<file path="src/rtl/arb_rr_front_if.sv">
// Stream bundle between the round-robin front-end, its requesters, the combinational
// arbiter and the output consumer. master = front-end view, slave = environment view.
interface arb_rr_front_if #(
    parameter int unsigned REQ_NUM    = 4,
    parameter int unsigned DATA_WIDTH = 8
);
    localparam int unsigned ID_W = $clog2(REQ_NUM);

    logic [REQ_NUM-1:0]            in_valid;
    logic [REQ_NUM-1:0]            in_ready;
    logic [REQ_NUM*DATA_WIDTH-1:0] in_data;
    logic [REQ_NUM-1:0]            in_last;
    logic [REQ_NUM-1:0]            arb_req;
    logic [REQ_NUM-1:0]            arb_priority;
    logic [REQ_NUM*DATA_WIDTH-1:0] arb_data_in;
    logic [REQ_NUM-1:0]            arb_gnt;
    logic [DATA_WIDTH-1:0]         arb_data_out;
    logic                          out_valid;
    logic                          out_ready;
    logic [DATA_WIDTH-1:0]         out_data;
    logic                          out_last;
    logic [ID_W-1:0]               out_id;

    modport master (
        input  in_valid, in_data, in_last, arb_gnt, arb_data_out, out_ready,
        output in_ready, arb_req, arb_priority, arb_data_in, out_valid, out_data, out_last, out_id
    );

    modport slave (
        output in_valid, in_data, in_last, arb_gnt, arb_data_out, out_ready,
        input  in_ready, arb_req, arb_priority, arb_data_in, out_valid, out_data, out_last, out_id
    );
endinterface

</file>
<file path="src/rtl/arb_rr_front.sv">
// Round-robin front-end for a combinational fixed-priority arbiter: per-requester 2-deep
// FIFOs, rotating thermometer priority, registered output. Optional packet lock: ARB_RR_PKT_LOCK_EN.
module arb_rr_front #(
    parameter int unsigned REQ_NUM    = 4,
    parameter int unsigned DATA_WIDTH = 8
) (
    input  logic           clk,
    input  logic           rst,
    arb_rr_front_if.master bus
);
    localparam int unsigned ID_W = $clog2(REQ_NUM);

    typedef logic [DATA_WIDTH:0] entry_t;  // {last, data}

    entry_t                        mem_q   [REQ_NUM][2];
    logic [1:0]                    count_q [REQ_NUM];
    logic [1:0]                    count_d [REQ_NUM];
    logic [REQ_NUM-1:0]            wr_ptr_q, wr_ptr_d, rd_ptr_q, rd_ptr_d;
    logic [REQ_NUM-1:0]            ready, push, pop, req, gnt_eff, head_last;
    logic [REQ_NUM-1:0]            lock_mask, prio_q, prio_rot;
    logic [REQ_NUM*DATA_WIDTH-1:0] data_in;
    logic [ID_W-1:0]               gnt_idx, out_id_q;
    logic                          accept, rotate, head_last_g;
    logic                          out_valid_q, out_last_q;
    logic [DATA_WIDTH-1:0]         out_data_q;

    always_comb begin
        ready     = '0;
        push      = '0;
        req       = '0;
        head_last = '0;
        data_in   = '0;
        for (int unsigned i = 0; i < REQ_NUM; i++) begin
            ready[i]     = (count_q[i] != 2'd2);
            push[i]      = bus.in_valid[i] & ready[i];
            req[i]       = (count_q[i] != 2'd0) & lock_mask[i];
            head_last[i] = mem_q[i][rd_ptr_q[i]][DATA_WIDTH];
            data_in[i*DATA_WIDTH +: DATA_WIDTH] = mem_q[i][rd_ptr_q[i]][DATA_WIDTH-1:0];
        end
    end

    // A grant for a requester that is not asking is ignored.
    assign gnt_eff     = bus.arb_gnt & req;
    assign accept      = (|req) & (~out_valid_q | bus.out_ready);
    assign pop         = accept ? gnt_eff : '0;
    assign head_last_g = head_last[gnt_idx];

    always_comb begin
        gnt_idx  = '0;
        prio_rot = '0;
        for (int unsigned i = 0; i < REQ_NUM; i++) begin
            if (gnt_eff[i]) gnt_idx = ID_W'(i);
        end
        for (int unsigned i = 0; i < REQ_NUM; i++) begin
            prio_rot[i] = (i > 32'(gnt_idx));
        end
    end

    always_comb begin
        wr_ptr_d = wr_ptr_q ^ push;
        rd_ptr_d = rd_ptr_q ^ pop;
        for (int unsigned i = 0; i < REQ_NUM; i++) begin
            count_d[i] = count_q[i] + {1'b0, push[i]} - {1'b0, pop[i]};
        end
    end

`ifdef ARB_RR_PKT_LOCK_EN
    logic            lock_vld_q;
    logic [ID_W-1:0] lock_id_q;

    always_ff @(posedge clk) begin
        if (rst) begin
            lock_vld_q <= 1'b0;
            lock_id_q  <= '0;
        end else if (accept) begin
            lock_vld_q <= ~head_last_g;
            if (!head_last_g) lock_id_q <= gnt_idx;
        end
    end

    always_comb begin
        lock_mask = '0;
        for (int unsigned i = 0; i < REQ_NUM; i++) begin
            lock_mask[i] = ~lock_vld_q | (lock_id_q == ID_W'(i));
        end
    end

    assign rotate = accept & head_last_g;
`else
    assign lock_mask = '1;
    assign rotate    = accept;
`endif

    always_ff @(posedge clk) begin
        for (int unsigned i = 0; i < REQ_NUM; i++) begin
            if (push[i]) begin
                mem_q[i][wr_ptr_q[i]] <= {bus.in_last[i], bus.in_data[i*DATA_WIDTH +: DATA_WIDTH]};
            end
        end
    end

    always_ff @(posedge clk) begin
        if (rst) begin
            wr_ptr_q <= '0;
            rd_ptr_q <= '0;
            for (int unsigned i = 0; i < REQ_NUM; i++) count_q[i] <= 2'd0;
        end else begin
            wr_ptr_q <= wr_ptr_d;
            rd_ptr_q <= rd_ptr_d;
            for (int unsigned i = 0; i < REQ_NUM; i++) count_q[i] <= count_d[i];
        end
    end

    always_ff @(posedge clk) begin
        if (rst) begin
            out_valid_q <= 1'b0;
            out_data_q  <= '0;
            out_last_q  <= 1'b0;
            out_id_q    <= '0;
            prio_q      <= '1;
        end else begin
            if (accept) begin
                out_valid_q <= 1'b1;
                out_data_q  <= bus.arb_data_out;
                out_last_q  <= head_last_g;
                out_id_q    <= gnt_idx;
            end else if (bus.out_ready) begin
                out_valid_q <= 1'b0;
            end
            if (rotate) prio_q <= prio_rot;
        end
    end

    assign bus.in_ready     = ready;
    assign bus.arb_req      = req;
    assign bus.arb_priority = prio_q;
    assign bus.arb_data_in  = data_in;
    assign bus.out_valid    = out_valid_q;
    assign bus.out_data     = out_data_q;
    assign bus.out_last     = out_last_q;
    assign bus.out_id       = out_id_q;
endmodule

</file>
<file path="src/flat_wrapper.sv">
// flat-port wrapper written by rule: the top's interface ports become plain ports
module arb_rr_front_flat 
#(
    parameter int unsigned REQ_NUM    = 4,
    parameter int unsigned DATA_WIDTH = 8
)
  (clk, rst, bus_in_valid, bus_in_data, bus_in_last, bus_arb_gnt, bus_arb_data_out, bus_out_ready, bus_in_ready, bus_arb_req, bus_arb_priority, bus_arb_data_in, bus_out_valid, bus_out_data, bus_out_last, bus_out_id);
  arb_rr_front_if #(.REQ_NUM(REQ_NUM), .DATA_WIDTH(DATA_WIDTH)) bus_i ();
  input  logic clk;
  input  logic rst;
  input wire logic [$bits(bus_i.in_valid)-1:0] bus_in_valid;
  input wire logic [$bits(bus_i.in_data)-1:0] bus_in_data;
  input wire logic [$bits(bus_i.in_last)-1:0] bus_in_last;
  input wire logic [$bits(bus_i.arb_gnt)-1:0] bus_arb_gnt;
  input wire logic [$bits(bus_i.arb_data_out)-1:0] bus_arb_data_out;
  input wire logic [$bits(bus_i.out_ready)-1:0] bus_out_ready;
  output wire logic [$bits(bus_i.in_ready)-1:0] bus_in_ready;
  output wire logic [$bits(bus_i.arb_req)-1:0] bus_arb_req;
  output wire logic [$bits(bus_i.arb_priority)-1:0] bus_arb_priority;
  output wire logic [$bits(bus_i.arb_data_in)-1:0] bus_arb_data_in;
  output wire logic [$bits(bus_i.out_valid)-1:0] bus_out_valid;
  output wire logic [$bits(bus_i.out_data)-1:0] bus_out_data;
  output wire logic [$bits(bus_i.out_last)-1:0] bus_out_last;
  output wire logic [$bits(bus_i.out_id)-1:0] bus_out_id;
  assign bus_i.in_valid = bus_in_valid;
  assign bus_i.in_data = bus_in_data;
  assign bus_i.in_last = bus_in_last;
  assign bus_i.arb_gnt = bus_arb_gnt;
  assign bus_i.arb_data_out = bus_arb_data_out;
  assign bus_i.out_ready = bus_out_ready;
  assign bus_in_ready = bus_i.in_ready;
  assign bus_arb_req = bus_i.arb_req;
  assign bus_arb_priority = bus_i.arb_priority;
  assign bus_arb_data_in = bus_i.arb_data_in;
  assign bus_out_valid = bus_i.out_valid;
  assign bus_out_data = bus_i.out_data;
  assign bus_out_last = bus_i.out_last;
  assign bus_out_id = bus_i.out_id;
  arb_rr_front #(.REQ_NUM(REQ_NUM), .DATA_WIDTH(DATA_WIDTH)) u_core (.clk(clk), .rst(rst), .bus(bus_i));
endmodule
</file>
<file path="config.mk">
export PLATFORM = sky130hd
export DESIGN_NAME = arb_rr_front_flat
export DESIGN_NICKNAME = d
export VERILOG_FILES = /design/src/rtl/arb_rr_front_if.sv /design/src/rtl/arb_rr_front.sv /design/src/flat_wrapper.sv
export SDC_FILE = /design/constraint.sdc
export NUM_CORES = 1
export LEC_CHECK = 0
export CAP_MARGIN = 20
export CORE_ASPECT_RATIO = 0.6
export CORE_MARGIN = 5
export CORE_UTILIZATION = 52
export CTS_CLUSTER_DIAMETER = 60
export CTS_CLUSTER_SIZE = 24
export DETAILED_ROUTE_END_ITERATION = 10
export HOLD_SLACK_MARGIN = 0.02
export PLACE_DENSITY = 0.87
export SETUP_SLACK_MARGIN = 0.5
export SLEW_MARGIN = 30
export SYNTH_ARGS = -nofsm -noshare
export SYNTH_HDL_FRONTEND = slang
export SYNTH_SLANG_ARGS = --single-unit
</file>
<file path="constraint.sdc">
create_clock -name clk -period 3.6 [get_ports clk]
set_input_delay 0.72 -clock clk [delete_from_list [all_inputs] [get_ports clk]]
set_output_delay 0.72 -clock clk [all_outputs]
set_load 0.01 [all_outputs]
</file>
* Yosys cells after proc, flatten, opt, wreduce, memory -nomap -nowiden
Memory sizes are Yosys's and may differ from the RTL's. Cells that the tools add are included.
Storage, ports and cells: word-level logic and storage cells 112, input bits 55, memories 2, bits in registers 24, bits in writable memories 80, output and inout bits 56
Operators by class: equal/unequal tests 4, add/sub/neg operators 8, reduce and logical (&&, ||, !) cells 10, mux-type cells 43, bitwise gates (word level) 22, order comparisons 16
Memories:
- u_core.mem_q | depth 4, bits a word 18, rd ports 4, clocked after memory_dff 0, wr ports 4, RTL line arb_rr_front.sv:15 | entry_t mem_q [REQ_NUM][2];
- u_core.count_q | depth 4, bits a word 2, rd ports 4, clocked after memory_dff 0, wr ports 4, RTL line arb_rr_front.sv:16 | logic [1:0] count_q [REQ_NUM];
Operator list (count):
- two-way mux 9 bit | 16
- two-way mux 18 bit | 4
- demux 9 bit (select 1 bit) | 4
- greater-or-equal comparator 2 bit (second input constant) | 8
- NOT 1 -> 2 bit | 8
- two-way mux 2 bit | 6
- two-way mux 1 bit | 11
- nonzero test 2 bit | 5
- adder 2 x 1 -> 2 bit | 4
- < comparator 2 x 1 -> 1 bit (second input constant) | 4
- != test 2 bit (second input constant) | 4
- subtractor 2 x 1 -> 2 bit | 4
- bitwise XOR 4 bit | 2
- AND 1 bit | 5
- bitwise OR 1 bit | 5
- AND 4 bit | 1
- > comparator 2 bit (first input constant) | 2
- logical AND 1 bit | 4
- two-way mux 4 bit | 1
- OR reduction 4 bit | 1
- < comparator 2 x 3 -> 1 bit (second input constant) | 1
- binary-select mux 1 bit (select 2 bit) | 1
- > comparator 1 x 2 -> 1 bit (first input constant) | 1
- NOT 1 bit | 1

* Longest topological paths before layout
An unclocked memory read counts as a cell.
word-level depth 8, gate-level depth with buffers 9, gate-level depth less buffers 9

* Least setup slack after synthesis
No wires, ideal clock.
kind in2reg, start point input bus_out_ready, end point memory u_core.count_q[0][1], slack 1.477 ns, stages 8, path buffers 0, library setup time 0.128 ns, data arrival time 1.995 ns, data required time 3.472 ns, cells stage by stage nand2b_1 -> and3_1 -> ha_1 -> inv_1 -> ha_1 -> xor2_1 -> xnor2_1 -> nor2_1
RTL lines:
- start: declaration | RTL line flat_wrapper.sv:16 | input wire logic [$bits(bus_i.out_ready)-1:0] bus_out_ready;
- end: declaration | RTL line arb_rr_front.sv:16

* Final worst setup path
start point register u_core.rd_ptr_q[0], end point output bus_arb_data_in[3]
On the way: word-level cells in the longest chain between the ends 4
RTL lines:
- start: declaration | RTL line arb_rr_front.sv:18 | logic [REQ_NUM-1:0] wr_ptr_q, wr_ptr_d, rd_ptr_q, rd_ptr_d;
- start signal: assignment | RTL line arb_rr_front.sv:109 | rd_ptr_q <= rd_ptr_d;
- NOT 1 -> 2 bit (implied by the code) | RTL line arb_rr_front.sv:38 | data_in[i*DATA_WIDTH +: DATA_WIDTH] = mem_q[i][rd_ptr_q[i]][DATA_WIDTH-1:0];
- two-way mux 9 bit (3 in a row)
- end: declaration | RTL line flat_wrapper.sv:20 | output wire logic [$bits(bus_i.arb_data_in)-1:0] bus_arb_data_in;
Every way passes these cells. The select of a mux whose other input is x is not followed.

==> results.yml <==
worst_setup_path:
  timing.rr.end: "u_core.count_q[0][1]"
  crit_arrival_ps: 1870
  endpoint_kind: "output pin"
  reg2reg_from: "u_core.count_q[0][1]"
  worst_setup_path_start_kind: "flip-flop"
  reg2regPathDepth: 8
  path_class: "reg -> out"
  reg2reg_slack_ps: 1700
  worstPathRequired_ps: 2880
  path_max_fanout: 10
timing:
  rsz0062_at_grt: "false"
  worstMarginPinSlew_ps: 693.2
  drv_slew: 0
  setup_tns_ps: 0
  skew_ps: 6.913
  fmax_ghz: 0.3856
  whs_ps: 446.3
  post-route-period-util: 0.7204
  slew_headroom: 0.5363
  finalSetupViolations: 0
  hold_viol_final: 0
  min_period_ps: 2593
power_and_ir_drop:
  peakVddDrop_v: 0.0003670
  p_per_area_mw_per_mm2: 740.0
  leakage_nw: 2.082
  pwr-share-clk: 0.232
  intPower_w: 0.002900
  p_sw_w: 0.001226
  pwr-share-comb: 0.355
  swShare: 0.2972
  pwr-share-seq: 0.413
synthesis:
  synth_area_leaders: "edfxtp_1 (53%), dfxtp_1 (16%), mux2_2 (9.1%), ha_1 (4.9%), nand2_1 (2.0%)"
  synth_top_area_cell: "edfxtp_1"
  ys_warn_count: 0
  synth.distinct_cells: 35
  yosysMostFrequentCell: "edfxtp_1"
  syn_inst: 277
  ys.flop_type: "edfxtp_1"
  synth-edff-count: 72
  synth_top_area_share: 0.5310
  syn_nets: 348
  synthArstFlopShare: 0
  yosysSeqAreaShare: 0.6884
  syn_area_per_cell_um2: 14.70
  syn_area_mm2: 0.004071
  ys_top_cells_by_count: "edfxtp_1 (72), mux2_2 (33), dfxtp_1 (32), nand2_1 (22), ha_1 (16)"
  ys_ff_latch: 104
global_route:
  grt.total_usage: 0.1696
  grt_pass1_vias: 2653
  overflow: 0
  grt_pass1_wl_um: 12840
  grt_start_max_net_pins: 23
  antenna_found_initial: 0
detailed_routing:
  wl_per_cell_um: 15.79
  drtIter0Drc: 97
  num_vias: 2533
  viasPerCell: 5.026
  drt-total-wl_um: 7959
  drc: 0
  first_pass_iters: 4
  detail-route-antenna-nets: 0
worst_hold_path:
  hold_class: "reg -> reg"
  worstHoldPathCells: 2
  holdPathEnd: "u_core.bus.arb_priority[2]"
  hp-start: "u_core.bus.arb_priority[2]"
clock_network:
  cts_hold_buf: 0
  clk_path_buf_depth: 2
  post_cts.repair.setup_buffers: 0
  cts_resized: 0
  clock_latency_ps: 340
  clk_pin_slew_ps: 70
  cts.sinks: 104
  cts.htree.levels: 3
  numCtsBuffers: 9
  cts_tree: "yes"
  cts-root-buf: "clkbuf_16"
floorplan:
  ios: 111
  die_h_um: 78.54
  core_area_mm2: 0.007757
  dieArea_mm2: 0.009757
  rows: 25
  start_util: 0.5248
  die_w_um: 124.2
finish:
  diodes: 0
  design_area_mm2: 0.005575
  final_util: 0.7187
  drive_gt1_frac: 0.1414
  layout.nets: 462
  syn2layout_area_growth_pct: 36.94
  n_fill_cell: 552
placement:
  dp_hpwl_um: 5831
  dpl-instance-area_mm2: 0.005278
  port_buffers: 110
  gp_congestion: 0.7787
run:
  maxCapViolations: 0
status:
  outcome: "finished, final reports clean"
==> cell type report <==
class	instances	area, µm²	share of cell area
sequential	104	2803	0.5027
clock inverter	6	58.81	0.01055
multi-input combinational	149	1167	0.2094
timing repair buffer	112	1116	0.2002
tap	108	135.1	0.02424
inverter	15	56.30	0.01010
clock buffer	10	239.0	0.04286
==> metal layers <==
layer	share of wire	GRT usage	up-vias
met5	0	0	-
met4	0.012	0.05580	0
met3	0.073	0.06798	10
met2	0.49	0.2947	87
met1	0.43	0.1929	1208
li1	-	-	1228
==> per-stage QoR <==
stage | std cells | power [W] | setup slack (ps)
after detailed placement | 488 | 0.003201 | 898.0
final | 504 | 0.004126 | 1007
after global routing | 504 | 0.004372 | 926.6
after floorplan | 277 | 0.002542 | 1477
after global placement | 488 | 0.003152 | 953.6
after CTS | 504 | 0.004169 | 971.6
==> layout by cell type (no fill, tap or decap), drive strengths merged, types with 2 or more instances in the layout <==
master / synthesis / layout
nor2: 15 / 15
nor2b: 6 / 6
buf: 4 / 2
and2: 4 / 4
a211oi: 2 / 2
clkbuf: 5 / 10
o21ai: 3 / 3
nand2: 22 / 22
mux2: 33 / 33
a31oi: 3 / 3
inv: 15 / 15
clkdlybuf4s50: 0 / 110
xnor2: 5 / 5
dfxtp: 32 / 32
nor4: 2 / 2
or2: 4 / 4
a21oi: 9 / 9
mux2i: 2 / 2
edfxtp: 72 / 72
clkinv: 0 / 4
xor2: 7 / 7
ha: 16 / 16
nand3: 5 / 5
==> critical path, cell delays in order (launching register included) <==
cell and delay [ps]:
dfxtp_1 640, mux2_2 410, clkdlybuf4s50_1 490
==> sequential cells by signal, indices dropped and copies added (netlist names) <==
| register | count |
|---|---|
| u_core.bus.out_id | 2 |
| u_core.bus.out_last | 1 |
| u_core.wr_ptr_q | 4 |
| u_core.bus.out_data | 8 |
| u_core.mem_q | 72 |
| u_core.count_q | 8 |
| u_core.bus.out_valid | 1 |
| u_core.rd_ptr_q | 4 |
| u_core.bus.arb_priority | 4 |
==> power by group through the flow <==
| stage | clock network, W | registers (W) | logic, W |
|---|---|---|---|
| after global placement | 0 | 0.00172 | 0.00143 |
| after floorplan | 0 | 0.00168 | 0.000861 |
| after global routing | 0.00102 | 0.00174 | 0.00161 |
| final | 0.000957 | 0.00171 | 0.00146 |
| after detailed placement | 0 | 0.00173 | 0.00147 |
| after CTS | 0.000974 | 0.00171 | 0.00149 |
==> cell families (layout without fill, tap and decap cells) <==
family | count (synthesis) | after routing | synth area share
and+or+nand+nor | 61 | 61 | 0.07161
buffers and inverters | 24 | 143 | 0.02489
DFF | 104 | 104 | 0.6884
muxes | 35 | 35 | 0.09619
AOI/OAI and AO/OA | 25 | 25 | 0.04395
xor gates and xnor gates | 12 | 12 | 0.02581
adders and majority gates | 16 | 16 | 0.04917
==> worst max-delay path by stage <==
stage	cells after the start	slack (ps)	startpoint	end
after global placement	9	950	bus_out_ready	u_core.count_q[0][1]
after global routing	2	930	u_core.rd_ptr_q[3]	bus_arb_data_in[27]
final	2	1010	u_core.rd_ptr_q[0]	bus_arb_data_in[3]
after CTS	2	970	u_core.rd_ptr_q[0]	bus_arb_data_in[1]
after floorplan	8	1480	bus_out_ready	u_core.count_q[0][1]
after detailed placement	9	900	bus_out_ready	u_core.count_q[0][1]
Power figures use the tool's default switching activity.
